## src/rtl/adder_tree_pkg.sv

```systemverilog
// Shared definitions for the adder tree and its operand loader.
// Holds width/leaf-count defaults, index width and the loader state encoding.
package adder_tree_pkg;
  localparam int ADDER_WIDTH_DEF  = 64;
  localparam int NUM_OPERANDS_DEF = 8;
  localparam int IDX_W            = $clog2(NUM_OPERANDS_DEF);

  typedef enum logic {
    FILL = 1'b0,
    FULL = 1'b1
  } state_e;
endpackage

```

## src/rtl/adder_tree_operand_loader.sv

```systemverilog
// Collects operands from a valid/ready stream into batches for the adder tree.
// A fill buffer assembles the next batch while a shadow register holds the current one.
module adder_tree_operand_loader
  import adder_tree_pkg::*;
#(
  parameter int ADDER_WIDTH  = ADDER_WIDTH_DEF,
  parameter int NUM_OPERANDS = NUM_OPERANDS_DEF
) (
  input  logic                                clk,
  input  logic                                rst_n,
  input  logic [ADDER_WIDTH-1:0]              in_data,
  input  logic                                in_valid,
  input  logic                                in_last,
  output logic                                in_ready,
  output logic [NUM_OPERANDS*ADDER_WIDTH-1:0] op_bus,
  output logic [$clog2(NUM_OPERANDS):0]       op_count,
  output logic                                op_valid,
  input  logic                                op_ready
);

  localparam int IW = $clog2(NUM_OPERANDS);
  localparam int CW = IW + 1;
  localparam int BW = NUM_OPERANDS * ADDER_WIDTH;
  localparam logic [IW-1:0] LAST_IDX = IW'(NUM_OPERANDS - 1);

  state_e         state, state_nx;
  logic [BW-1:0]  fill_q;
  logic [BW-1:0]  fill_wr;
  logic [IW-1:0]  idx_q;
  logic           accept;
  logic           close;
  logic           shadow_free;
  logic           out_xfer;
  logic           load_shadow;
  logic [BW-1:0]  load_bus;
  logic [CW-1:0]  load_cnt;

  assign accept      = in_valid && in_ready;
  assign close       = accept && ((idx_q == LAST_IDX) || in_last);
  assign out_xfer    = op_valid && op_ready;
  assign shadow_free = !op_valid || op_ready;

  // Lane-write decoder: fill buffer with the incoming word placed at idx.
  always_comb begin
    fill_wr = fill_q;
    for (int i = 0; i < NUM_OPERANDS; i++) begin
      if (idx_q == IW'(i)) begin
        fill_wr[i*ADDER_WIDTH +: ADDER_WIDTH] = in_data;
      end
    end
  end

  // In FULL the closing word is already in fill_q and idx still points at it.
  assign load_bus = (state == FULL) ? fill_q : fill_wr;
  assign load_cnt = CW'(idx_q) + CW'(1);

  always_ff @(posedge clk or negedge rst_n) begin
    if (!rst_n) begin
      state <= FILL;
    end else begin
      state <= state_nx;
    end
  end

  always_comb begin
    state_nx = state;
    case (state)
      FILL:    if (close && !shadow_free) state_nx = FULL;
      FULL:    if (shadow_free)           state_nx = FILL;
      default: state_nx = FILL;
    endcase
  end

  always_comb begin
    in_ready    = 1'b0;
    load_shadow = 1'b0;
    case (state)
      FILL: begin
        in_ready    = 1'b1;
        load_shadow = close && shadow_free;
      end
      FULL: begin
        load_shadow = shadow_free;
      end
      default: begin
        in_ready    = 1'b0;
        load_shadow = 1'b0;
      end
    endcase
  end

  // Fill buffer and index; lanes clear on every handoff so short batches zero-pad.
  always_ff @(posedge clk or negedge rst_n) begin
    if (!rst_n) begin
      fill_q <= '0;
      idx_q  <= '0;
    end else if (load_shadow) begin
      fill_q <= '0;
      idx_q  <= '0;
    end else if (accept) begin
      fill_q <= fill_wr;
      if (!close) begin
        idx_q <= idx_q + IW'(1);
      end
    end
  end

  // Shadow register: bus and count only move on a load, so they hold while stalled.
  always_ff @(posedge clk or negedge rst_n) begin
    if (!rst_n) begin
      op_bus   <= '0;
      op_count <= '0;
      op_valid <= 1'b0;
    end else if (load_shadow) begin
      op_bus   <= load_bus;
      op_count <= load_cnt;
      op_valid <= 1'b1;
    end else if (out_xfer) begin
      op_valid <= 1'b0;
    end
  end

endmodule

```

## config.mk

```make
export PLATFORM = sky130hd
export DESIGN_NAME = adder_tree_operand_loader
export DESIGN_NICKNAME = d
export VERILOG_FILES = /design/src/rtl/adder_tree_pkg.sv /design/src/rtl/adder_tree_operand_loader.sv
export SDC_FILE = /design/constraint.sdc
export NUM_CORES = 2
export LEC_CHECK = 0
export ABC_AREA = 1
export BUFFER_PORTS_ARGS = -buffer_cell sky130_fd_sc_hd__buf_2
export CORE_UTILIZATION = 30
export DETAILED_ROUTE_END_ITERATION = 7
export PLACE_DENSITY = 0.43
export SYNTH_ARGS = -nofsm -noshare
export SYNTH_HDL_FRONTEND = slang
export SYNTH_SLANG_ARGS = --single-unit
export TNS_END_PERCENT = 10
```

## constraint.sdc

```tcl
create_clock -name clk -period 2.17 [get_ports clk]
set_input_delay 0.3255 -clock clk [delete_from_list [all_inputs] [get_ports clk]]
set_output_delay 0.3255 -clock clk [all_outputs]
set_load 0.01 [all_outputs]
```

==> impl_metrics.yaml <==
final_layout:
  fin_nets: 8334
  regArea_mm2: 0.0259
  fillers: 18800
  multiInputGateArea_mm2: 0.0242
  area.growth.synth_to_final_pct: 23.5
  final_cell_count_no_fill: 10700
  final_layout_size_suffix_gt1_frac: 0.136
yosys:
  syn_nets: 7848
  syn_area_per_cell_um2: 7.04
  synth_top_cell_by_area: "dfrtp_1"
  synth_area_leaders: "dfrtp_1, nand2_1, nand3_1, o21ai_0, inv_1"
  synthArstFlopShare: 1.00
  synthCells: 7773
  synth_most_common_cell: "nand2_1"
  ys_types: 21
  synthFlopType: "dfrtp_1"
  ys_seq_elements: 1033
  synth_top_area_share: 0.472
  ys_top_cells_by_count: "nand2_1, nand3_1, dfrtp_1"
  ys_seq_area_frac: 0.472
  synth_edf_count: 0
  yosys_warnings: 0
  syn_area_mm2: 0.0547
clock_network:
  ctsHtreeMaxLevel: 4
  insertion_delay_ns: 0.81
  cts.path.max_buffers: 3
  clkSlewWorstSetupHoldPaths_ns: 0.06
  cts.root.buffer_cell: "clkbuf_16"
  cts_tree: "yes"
  cts.sinks: 1033
  numCtsBuffers: 137
timing:
  setup_violations: 0
  setup_slack_ns: 0.0763
  slew_violations: 0
  fin_skew_ns: 0.0273
  max_freq_mhz: 478
  rsz0062_at_grt: "true"
  slew-limit-headroom: 0.385
  hold_viol: 0
  tightest_slew_ns: 0.913
  fin_crit_ns: 2.09
  timing.final.crit_share: 0.965
setup_path:
  crit_path_end_kind: "flip-flop"
  startpoint_type: "flip-flop"
  cp.arrival_ns: 2.81
  crit_type: "reg2reg"
  reg2reg_slack_ns: 0.08
  cp_max_fo: 30
  worst_path_dominant_cell_family: "buffers and inverters"
  cpMaxStageDelayCell: "dfrtp_1"
  worstPathRequired_ns: 2.89
  crit_buf_inv: 5
  max_stage_delay_ns: 0.38
  crit_chain: "ha_1 -> ha_4 -> inv_4 -> nand2_2 -> nand3_4 -> buf_4 -> buf_12 -> buf_12 -> buf_12 -> nand2_1 -> nand2_1"
  cpMostUsedCell: "buf_12"
min_path:
  hold_path_class: "in2reg"
global_route:
  grt_use_met3: 0.0333
  overflow: 0
  grt_busiest_layer: "met2"
  first_global_vias: 51500
  met2_usage: 0.417
  track_usage: 0.243
  antenna_found_initial: 2
  grt_util_met1: 0.295
  grt_max_degree: 108
  grt_first_pass_wirelength_um: 340000
route:
  wl_um: 230000
  drt_first_iter_violations: 3851
  drc: 0
  drt_pass1_iterations: 6
  vias: 53600
  wire_per_inst_um: 21.4
  ant_nets: 0
  vias_per_cell: 5.00
power:
  power_density_mw_per_mm2: 1210
  power_mw: 81.6
  ir_drop_mv: 0.582
  p_leak_nw: 36.0
placement:
  gp_congestion: 0.815
  place_ws_ns: 0.0476
  dp.cells: 10400
  hpwl_um: 151000
  io_buffers: 586
die:
  ios: 587
  start_util: 0.302
  core_area_mm2: 0.181
  die_w_um: 429
  rows: 156
  die_area_mm2: 0.184
  die_y_um: 429
job:
  cap_violations: 0
outcome:
  outcome: "complete, no violations"
-- area by class of cell --
class,count,share of cell area
Inverter,596,0.0338
Tap cell,2370,0.0439
Clock buffer,189,0.0584
Clock inverter,50,0.0111
Sequential cell,1033,0.382
Antenna cell,2,0.0000740
Timing Repair Buffer,922,0.113
Timing Repair inverter,2,0.000259
Multi-Input combinational cell,5567,0.357
-- timing repair --
item                                   in CTS  in global routing
resized for setup                           1                 15
hold buffers                               29                  0
setup buffers                               3                 12
setup endpoints to repair                   1                305
gates cloned                                4                  4
pin swaps                                   0                  0
endpoints found under the hold margin     706                  0
-- placed cells by master, fill, tap and decap left out, types with 10 or more instances in the layout --
cell	netlist	routed
nand3_1	1381	1381
nand2_1	3202	3196
bufinv_16	0	17
inv_1	586	586
clkbuf_16	0	144
nand4_1	17	17
buf_16	0	10
dlygate4sd3_1	0	29
dfrtp_1	1033	1032
buf_2	293	586
and2_1	50	50
o211ai_1	17	17
o21ai_0	773	773
clkbuf_1	250	23
clkbuf_8	0	26
buf_4	15	147
clkinv_2	0	23
buf_12	0	140
o21ai_1	113	113
-- kinds of logic (layout without fill, tap and decap cells) --
| family | count (synthesis) | count (layout) | synth area share |
|---|---|---|---|
| AO/OA/AOI/OAI | 904 | 904 | 0.0835 |
| AND/OR/NAND/NOR | 4657 | 4657 | 0.354 |
| other | 0 | 2 | 0 |
| buffers and inverters | 1173 | 1759 | 0.0884 |
| flip-flops | 1033 | 1033 | 0.472 |
| adder cells (fa/ha/maj) | 6 | 6 | 0.00137 |
-- power by group --
group / total, mW / internal, mW / switching (mW)
clock: 24.1 / 14.7 / 9.42
combinational: 28.2 / 10.2 / 18.0
sequential: 29.2 / 25.1 / 4.11
total: 81.6 / 50.0 / 31.5
-- stage by stage --
step	instance area [µm²]	hold WS [ns]	utilization	TNS [ns]
2_1_floorplan	54700	0.0299	-	0
3_3_place_gp	62200	0.219	0.344	0
3_5_place_dp	62200	0.212	0.344	0
4_1_cts	67300	0.0000568	0.372	0
5_1_grt	67600	0.0273	0.374	-0.280
6_report	67600	0.0566	0.374	0
-- worst reg2reg max path, stage by stage (launching register included) --
cell	delay, ns
dfrtp_1	0.38
ha_1	0.27
ha_4	0.19
inv_4	0.06
nand2_2	0.09
nand3_4	0.09
buf_4	0.17
buf_12	0.21
buf_12	0.21
buf_12	0.20
nand2_1	0.10
nand2_1	0.06
-- routing by layer --
| metal | vias up | routed length, µm |
|---|---|---|
| li1 | 25800 | - |
| met1 | 26100 | 93500 |
| met2 | 1333 | 114000 |
| met3 | 379 | 9020 |
| met4 | 0 | 12700 |
| met5 | - | 0 |
-- sequential cells by signal (all words and copies together), names as in the netlist --
register / cells
fill_q: 512
op_bus: 512
op_count: 4
idx_q: 3
op_valid: 1
state: 1
-- worst paths after layout --
check	startpoint	cells after the start	end
min	in_data[62]	5	fill_q[190]
min in group asynchronous	rst_n	3	op_bus[233]
max reg2reg	idx_q[0]	11	op_bus[400]
min reg2reg	op_bus[249]	2	op_bus[249]
max	idx_q[0]	11	op_bus[400]
max in group asynchronous	rst_n	3	fill_q[309]
Note: power is estimated with default switching activity, not from simulation.
